[config.mk]
export PLATFORM = sky130hd
export DESIGN_NAME = flash_audio_streamer
export DESIGN_NICKNAME = d
export VERILOG_FILES = /design/src/rtl/flash_audio_streamer.sv
export SDC_FILE = /design/constraint.sdc
export NUM_CORES = 1
export LEC_CHECK = 0
export ABC_AREA = 1
export CAP_MARGIN = 20
export CORE_MARGIN = 1.5
export CORE_UTILIZATION = 27
export DETAILED_ROUTE_END_ITERATION = 10
export PLACE_DENSITY = 0.49
export SLEW_MARGIN = 5
export SYNTH_ARGS = -nofsm -noshare
export SYNTH_HDL_FRONTEND = slang
export SYNTH_SLANG_ARGS = --single-unit
[constraint.sdc]
create_clock -name clk_i -period 3.3 [get_ports clk_i]
set_clock_uncertainty 0.15 [all_clocks]
set_input_delay 0.66 -clock clk_i [delete_from_list [all_inputs] [get_ports clk_i]]
set_output_delay 0.66 -clock clk_i [all_outputs]
set_load 0.02 [all_outputs]
[src/rtl/flash_audio_streamer.sv]
// Streams audio samples out of an Avalon-MM flash: one single-beat read per word,
// then one sample slice per sample_tick, forward or reverse, with optional looping.
module flash_audio_streamer #(
    parameter int ADDR_W   = 23,
    parameter int DATA_W   = 32,
    parameter int SAMPLE_W = 16
) (
    input  logic                  clk_i,
    input  logic                  rst_i,
    input  logic                  start_i,
    input  logic                  abort_i,
    input  logic                  direction_i,
    input  logic                  loop_en_i,
    input  logic [ADDR_W-1:0]     start_addr_i,
    input  logic [ADDR_W-1:0]     end_addr_i,
    input  logic                  sample_tick_i,
    input  logic                  flash_mem_waitrequest_i,
    input  logic                  flash_mem_readdatavalid_i,
    input  logic [DATA_W-1:0]     flash_mem_readdata_i,
    output logic                  flash_mem_read_o,
    output logic [ADDR_W-1:0]     flash_mem_address_o,
    output logic                  flash_mem_write_o,
    output logic [DATA_W-1:0]     flash_mem_writedata_o,
    output logic [5:0]            flash_mem_burstcount_o,
    output logic [DATA_W/8-1:0]   flash_mem_byteenable_o,
    output logic [SAMPLE_W-1:0]   audio_out_o,
    output logic                  audio_valid_o,
    output logic                  busy_o,
    output logic                  done_o,
    output logic                  underrun_o
);

    localparam int N     = DATA_W / SAMPLE_W;
    localparam int IDX_W = (N > 1) ? $clog2(N) : 1;
    localparam logic [IDX_W-1:0]  LAST_IDX = IDX_W'(N - 1);
    localparam logic [IDX_W-1:0]  ZERO_IDX = {IDX_W{1'b0}};
    localparam logic [IDX_W-1:0]  ONE_IDX  = IDX_W'(1);
    localparam logic [ADDR_W-1:0] ONE_ADDR = ADDR_W'(1);

    typedef enum logic [2:0] {
        ST_IDLE      = 3'd0,
        ST_REQ       = 3'd1,
        ST_WAIT_DATA = 3'd2,
        ST_EMIT      = 3'd3,
        ST_DONE      = 3'd4
    } state_t;

    state_t               state_q, state_d;
    logic [ADDR_W-1:0]    addr_q, addr_d;
    logic [ADDR_W-1:0]    start_addr_q, start_addr_d;
    logic [ADDR_W-1:0]    end_addr_q, end_addr_d;
    logic                 dir_q, dir_d;
    logic                 loop_q, loop_d;
    logic [DATA_W-1:0]    word_buf_q, word_buf_d;
    logic [IDX_W-1:0]     slice_q, slice_d;
    logic [SAMPLE_W-1:0]  audio_q, audio_d;
    logic                 audio_valid_q, audio_valid_d;
    logic                 underrun_q, underrun_d;
    logic                 abort_pend_q, abort_pend_d;

    logic [IDX_W-1:0]     last_idx_s;
    logic [ADDR_W-1:0]    term_addr_s;
    logic [ADDR_W-1:0]    reload_addr_s;
    logic [ADDR_W-1:0]    step_addr_s;

    function automatic logic [SAMPLE_W-1:0] slice_of(input logic [DATA_W-1:0] w,
                                                      input logic [IDX_W-1:0]  k);
        logic [DATA_W-1:0] sh;
        sh = w >> (int'(k) * SAMPLE_W);
        return sh[SAMPLE_W-1:0];
    endfunction

    // Direction-dependent end points; reverse playback walks end_addr down to start_addr.
    assign last_idx_s    = dir_q ? ZERO_IDX : LAST_IDX;
    assign term_addr_s   = dir_q ? start_addr_q : end_addr_q;
    assign reload_addr_s = dir_q ? end_addr_q : start_addr_q;
    assign step_addr_s   = dir_q ? (addr_q - ONE_ADDR) : (addr_q + ONE_ADDR);

    // State and datapath registers with synchronous reset.
    always_ff @(posedge clk_i) begin
        if (rst_i) begin
            state_q       <= ST_IDLE;
            addr_q        <= {ADDR_W{1'b0}};
            start_addr_q  <= {ADDR_W{1'b0}};
            end_addr_q    <= {ADDR_W{1'b0}};
            dir_q         <= 1'b0;
            loop_q        <= 1'b0;
            word_buf_q    <= {DATA_W{1'b0}};
            slice_q       <= {IDX_W{1'b0}};
            audio_q       <= {SAMPLE_W{1'b0}};
            audio_valid_q <= 1'b0;
            underrun_q    <= 1'b0;
            abort_pend_q  <= 1'b0;
        end else begin
            state_q       <= state_d;
            addr_q        <= addr_d;
            start_addr_q  <= start_addr_d;
            end_addr_q    <= end_addr_d;
            dir_q         <= dir_d;
            loop_q        <= loop_d;
            word_buf_q    <= word_buf_d;
            slice_q       <= slice_d;
            audio_q       <= audio_d;
            audio_valid_q <= audio_valid_d;
            underrun_q    <= underrun_d;
            abort_pend_q  <= abort_pend_d;
        end
    end

    // Next-state and datapath update logic.
    always_comb begin
        state_d       = state_q;
        addr_d        = addr_q;
        start_addr_d  = start_addr_q;
        end_addr_d    = end_addr_q;
        dir_d         = dir_q;
        loop_d        = loop_q;
        word_buf_d    = word_buf_q;
        slice_d       = slice_q;
        audio_d       = audio_q;
        audio_valid_d = 1'b0;
        underrun_d    = underrun_q;
        abort_pend_d  = abort_pend_q;

        case (state_q)
            ST_IDLE: begin
                if (start_i) begin
                    start_addr_d = start_addr_i;
                    end_addr_d   = end_addr_i;
                    dir_d        = direction_i;
                    loop_d       = loop_en_i;
                    addr_d       = direction_i ? end_addr_i : start_addr_i;
                    underrun_d   = 1'b0;
                    abort_pend_d = 1'b0;
                    state_d      = ST_REQ;
                end else begin
                    state_d      = ST_IDLE;
                end
            end
            ST_REQ: begin
                underrun_d   = underrun_q | sample_tick_i;
                abort_pend_d = abort_pend_q | abort_i;
                if (!flash_mem_waitrequest_i) begin
                    state_d = ST_WAIT_DATA;
                end else begin
                    state_d = ST_REQ;
                end
            end
            ST_WAIT_DATA: begin
                underrun_d = underrun_q | sample_tick_i;
                // An abort must still let the outstanding read finish before leaving.
                if (flash_mem_readdatavalid_i) begin
                    if (abort_pend_q || abort_i) begin
                        abort_pend_d = 1'b0;
                        state_d      = ST_IDLE;
                    end else begin
                        word_buf_d = flash_mem_readdata_i;
                        slice_d    = dir_q ? LAST_IDX : ZERO_IDX;
                        state_d    = ST_EMIT;
                    end
                end else begin
                    abort_pend_d = abort_pend_q | abort_i;
                end
            end
            ST_EMIT: begin
                if (sample_tick_i) begin
                    audio_d       = slice_of(word_buf_q, slice_q);
                    audio_valid_d = 1'b1;
                    if (slice_q == last_idx_s) begin
                        if (addr_q == term_addr_s) begin
                            if (loop_q) begin
                                addr_d  = reload_addr_s;
                                state_d = ST_REQ;
                            end else begin
                                state_d = ST_DONE;
                            end
                        end else begin
                            addr_d  = step_addr_s;
                            state_d = ST_REQ;
                        end
                    end else begin
                        slice_d = dir_q ? (slice_q - ONE_IDX) : (slice_q + ONE_IDX);
                    end
                end else begin
                    slice_d = slice_q;
                end
                // Abort takes priority over any word or range completion.
                if (abort_i) begin
                    state_d = ST_IDLE;
                end else begin
                    abort_pend_d = 1'b0;
                end
            end
            ST_DONE: begin
                state_d = ST_IDLE;
            end
            default: begin
                state_d = ST_IDLE;
            end
        endcase
    end

    assign flash_mem_read_o       = (state_q == ST_REQ);
    assign flash_mem_address_o    = addr_q;
    assign flash_mem_write_o      = 1'b0;
    assign flash_mem_writedata_o  = {DATA_W{1'b0}};
    assign flash_mem_burstcount_o = 6'd1;
    assign flash_mem_byteenable_o = {(DATA_W/8){1'b1}};
    assign audio_out_o            = audio_q;
    assign audio_valid_o          = audio_valid_q;
    assign busy_o                 = (state_q != ST_IDLE);
    assign done_o                 = (state_q == ST_DONE);
    assign underrun_o             = underrun_q;

endmodule

# --- Word-level counts from Yosys, hierarchy flattened ---
# Cells that the tools add are included.
op_classes:
  addsub: 4
  n_reduce_logical: 17
  eq_ne: 17
  shifts: 1
  bitwise_logic: 4
  muxes: 35
ops:
  columns: ["op", "n"]
  rows:
  - ["23-bit 2-to-1 mux", 9]
  - ["23-bit one-hot mux with 2 select lines", 1]
  - ["32-bit by 5-bit >> shifter with 16-bit output", 1]
  - ["23-bit by 1-bit adder with 23-bit output, second input constant", 1]
  - ["23-bit == test", 1]
  - ["23-bit by 1-bit subtractor with 23-bit output, second input constant", 1]
  - ["3-bit 2-to-1 mux", 6]
  - ["2-bit != test, second input constant", 7]
  - ["1-bit 2-to-1 mux", 13]
  - ["3-bit != test, second input constant", 4]
  - ["3-bit one-hot mux with 4 select lines", 1]
  - ["5-bit AND reduction", 2]
  - ["3-bit by 2-bit == test with 1-bit output, second input constant", 2]
  - ["2-bit AND reduction", 3]
  - ["3-bit AND reduction", 2]
  - ["2-bit nonzero test", 3]
  - ["2-bit 2-to-1 mux", 2]
  - ["1-bit one-hot mux with 2 select lines", 2]
  - ["1-bit one-hot mux with 4 select lines", 1]
  - ["4-bit AND reduction", 1]
  - ["4-bit nonzero test", 1]
  - ["2-bit OR reduction", 2]
  - ["3-bit by 1-bit == test with 1-bit output, second input constant", 1]
  - ["3-bit == test, second input constant", 1]
  - ["8 further kinds", 10]
totals:
  regBits: 126
  input_bits: 87
  output_inout_bits: 87

# --- Longest topological paths before layout ---
depth:
  word_depth: 7
  ltp_mapped: 19
  mapped_depth_nobuf: 17

# --- Worst setup path after synthesis ---
# OpenSTA, ideal clock, no wires.
synth_path:
  kind: "register to register"
  from: "register dir_q"
  to: "register addr_q[17], in the netlist flash_mem_address_o[17]"
  path_stages_with_launch: 19
  setup_ps: 128
  period_less_slack_ps: 2525
  path_buffers: 3
  path_slack_ps: 775
  arrival_ps: 2247
  cell_sequence: "dfxtp_1 > buf_6 > inv_4 > buf_6 > nand2_1 > nand2_1 > nand2_1 > nand2_1 > nor2_1 > nand2_1 > nor2_4 > nand3_4 > buf_6 > nand2_1 > inv_1 > nor2_1 > nor2_1 > nor2_1 > nor2_1"
synth_via:
  elab_chain_len: 6
synth_rtl:
  columns: ["item", "line_no", "rtl"]
  rows:
  - ["start, declared", "52", "logic dir_q, dir_d;"]
  - ["start signal, assigned", "99", "dir_q <= dir_d;"]
  - ["23-bit 2-to-1 mux, on equally long branches", "75, 76", null]
  - ["23-bit == test or 23-bit 2-to-1 mux (tied branches)", "170, 171", null]
  - ["23-bit 2-to-1 mux", "170", "if (addr_q == term_addr_s) begin"]
  - ["23-bit 2-to-1 mux", "169", "if (slice_q == last_idx_s) begin"]
  - ["23-bit 2-to-1 mux", "166", "if (sample_tick_i) begin"]
  - ["23-bit one-hot mux with 2 select lines", "125", "case (state_q)"]
  - ["end signal, assigned", "83", "addr_q <= {ADDR_W{1'b0}};"]
  - ["end signal, assigned", "96", "addr_q <= addr_d;"]
  - ["end, declared", "49", "logic [ADDR_W-1:0] addr_q, addr_d;"]
# Parallel ways exist; a longest one is shown, timed or not. The select of a mux whose other input is x is not followed.
# A chain may end at the register's enable or synchronous reset.

# --- Final worst setup path ---
layout_path:
  from: "register dir_q"
  to: "register addr_q[22], in the netlist flash_mem_address_o[22]"
# The elaborated chain is that of the path after synthesis.

==> impl_results.md <==
- NumNets Final: 1684
- CP required: 3460 ps
- Setup violators final: 0
- # resized after CTS: 0
- P_leak: 5.090 nW
- Worst-Margin Slew: 950.0 ps
- CP endpoint kind: register
- CTS buffer count: 17
- Tot Pwr: 5.104 mW
- Detail Placement HPWL: 21630 µm
- Clock Pin Slew Worst Setup and Hold Paths: 60 ps
- Clock sink count: 126
- Outcome: complete, no violations
- Core box area: 0.03164 mm²
- WHS: 294.7 ps
- Pint: 3.241 mW
- Setup TNS: 0 ps
- Fmax: 0.3544 GHz
- Vias in the first global route: 8615
- CP delay by family, top: simple AND/OR/NAND/NOR gates
- Yosys warns: 0
- MaxCap Viol Count: 0
- Die Y: 182.6 µm
- Initial antenna violation count: 1
- Final Util: 34.10%
- Post-route insts no fill: 1991
- Post-route ant nets: 0
- Cell variety after synth: 38
- Worst hold-check path type: register to register
- CP bufs+invs: 3
- Post-synth top area cell: dfxtp_1
- All-Layer GR Usage: 17.52%
- Number of remaining DRC errors: 0
- Post-DP Area: 0.01022 mm²
- CP startpoint kind: register
- Wirelength, routed: 28860 µm
- Post-synthesis sequential area ratio: 28.97%
- IO Port Bufs: 130
- Comb power frac: 29.3%
- Routability cong.: 0.8518
- Setup CP Type: register to register
- Share of cells above drive strength 1: 4.534%
- Detailed-route wire length per cell: 14.50 µm
- Die X: 182.6 µm
- Area Overhead vs Synth: 23.88%
- Minimum clock period: 2822 ps
- Clk_lat worst skew: 430 ps
- CP Max Fanout: 28
- Number of fill cells: 3462
- CTS Hold Bufs: 0
- Final Hold Viols: 0
- Largest net degree at the start of global routing: 57
- RSZ-0062 raised after global routing: no
- TritonCTS clock tree: yes
- Fin crit share: 85.52%
- Placed cells: 1958
- Maximum VDD drop: 0.3480 mV
- Final setup margin: 478.0 ps
- Reg2reg start: dir_q
- Post-Syn Instances: 1475
- Pwr dens: 473.2 mW/mm²
- Vias: 9135
- Mapped Avg Cell Area: 5.904 µm²
- # Post-CTS Setup Buffers: 0
- Hold Crit Start: word_buf_q[6]
- Critical Path AT: 2980 ps
- Full die area: 0.03334 mm²
- Dominant cells by area after synthesis: dfxtp_1 29%, nand2_1 20%, inv_1 8.6%
- Final slew viol count: 0
- DR iter-0 viols: 486
- CP max stage delay: 530 ps
- Slew HR: 36.60%
- Clock root buffer: clkbuf_16
- Most frequent CP cell: nand2_1
- Initial core utilization: 27.53%
- Post-route cell area: 0.01079 mm²
- Clock Power Share: 36.1%
- Setup Slack @ Placement: 505.4 ps
- Max clock buf depth: 2
- Crit-path cells: buf_4 -> ha_1 -> nand2_1 -> inv_1 -> nand2_1 -> nand3_1 -> nand2_1 -> nand3_1 -> nand2_1 -> nand2_1 -> nand2_1 -> inv_1 -> nor2_1 -> nor2_1 -> nor2_1 -> nor2_1
- # IOs: 174
- Sequential power share: 34.6%
- GR Overflow Total: 0
- Synth Register Bits: 126
- Global-route wire length before repair: 45710 µm
- Slowest CP cell: dfxtp_4
- Crit path from: dir_q
- CTS H-tree depth: 4
- Drt via density: 4.588
- Drt first pass iters: 5
- Top cell type's share of synthesized area: 28.97%
- Cell Rows: 65
- NetSw: 1.863 mW
- Cell area after synthesis: 0.008708 mm²
- Switch share: 36.50%
-- path summary, 6_finish.rpt --
kind                                                end  depth (start not counted)  slack, ps
worst max-delay path            flash_mem_address_o[22]                         16        480
worst min-delay path                      word_buf_q[6]                          2        290
worst max register to register  flash_mem_address_o[22]                         16        480
worst min register to register            word_buf_q[6]                          2        290
-- registers in the layout, indices dropped and copies added (netlist names) --
signal               flops
word_buf_q              32
end_addr_q              23
flash_mem_address_o     23
start_addr_q            23
audio_out_o             16
state_q                  3
abort_pend_q             1
audio_valid_o            1
dir_q                    1
loop_q                   1
slice_q                  1
underrun_o               1
-- cell families after synthesis --
group / Yosys count / synth area share [%]
DFF: 126 / 28.97
AOI/OAI and AO/OA: 266 / 16.18
and+or+nand+nor: 735 / 34.11
muxes: 1 / 0.1149
xor gates and xnor gates: 10 / 1.006
other: 2 / 0.08624
adders and majority gates: 22 / 3.247
buffers and inverters: 313 / 16.29
-- cell type report --
class / count / area, µm² / share of cell area (%)
multi-input cells: 1077 / 4938 / 45.78
repair buffers: 150 / 1489 / 13.80
inverters: 203 / 764.5 / 7.087
well taps: 402 / 503.0 / 4.663
clock inverters: 13 / 131.4 / 1.218
clock buffers: 19 / 432.9 / 4.013
flip-flops and latches: 126 / 2526 / 23.42
diodes: 1 / 2.502 / 0.02320
-- synth_stat cells, drive strengths merged --
master,instances
o21ai,134
mux2i,1
nand3,79
ha,21
a21oi,105
nand3b,4
fa,1
conb,2
xnor2,7
or2,1
nor3,6
clkinv,2
nand4,13
buf,63
inv,201
nand2,473
a211oi,3
o2111ai,1
nor2,158
nor4,1
dfxtp,126
xor2,3
o211ai,7
a31oi,16
clkbuf,47
-- cell usage in the layout, fill, tap and decap left out, types with 2 or more instances in the layout --
cell,synthesis,routed
ha_1,21,21
inv_1,199,198
inv_6,0,3
clkinv_4,0,3
nor2_4,3,3
nor2_1,154,152
o211ai_2,5,5
nor3_1,6,6
clkbuf_16,0,17
clkbuf_1,47,2
clkinvlp_4,0,2
nor2_2,1,3
inv_8,0,2
clkdlybuf4s50_1,0,130
a21oi_1,104,104
nand4_1,12,12
buf_4,49,17
clkinv_1,2,2
xnor2_1,7,7
o21ai_1,9,9
o211ai_1,2,2
o21ai_0,125,125
nand3_1,78,77
nand2_1,472,472
a31oi_1,16,16
xor2_1,3,3
nand3b_1,4,4
inv_2,1,2
dfxtp_1,126,125
buf_12,0,3
a211oi_1,3,3
conb_1,2,43
nand3_4,1,2
inv_4,1,2
-- power groups by stage --
| stage | sequential, mW | clock (mW) | combinational, mW |
|---|---|---|---|
| 2_1_floorplan | 1.80 | 0 | 1.01 |
| 3_3_place_gp | 1.80 | 0 | 1.49 |
| 3_5_place_dp | 1.80 | 0 | 1.49 |
| 4_1_cts | 1.77 | 1.89 | 1.50 |
| 5_1_grt | 1.79 | 1.95 | 1.69 |
| 6_report | 1.77 | 1.84 | 1.49 |
-- tightest hold or removal path: stages (launching register included) --
cell and delay [ps]:
dfxtp_1 310, inv_1 50, a21oi_1 50
-- per-layer routing --
metal	global-route usage [%]	wire, µm	vias up
li1	-	-	4755
met1	23.28	13660	4133
met2	28.50	13040	220
met3	3.133	1598	27
met4	5.917	565	0
met5	0	0	-
Power figures use the tool's default switching activity.
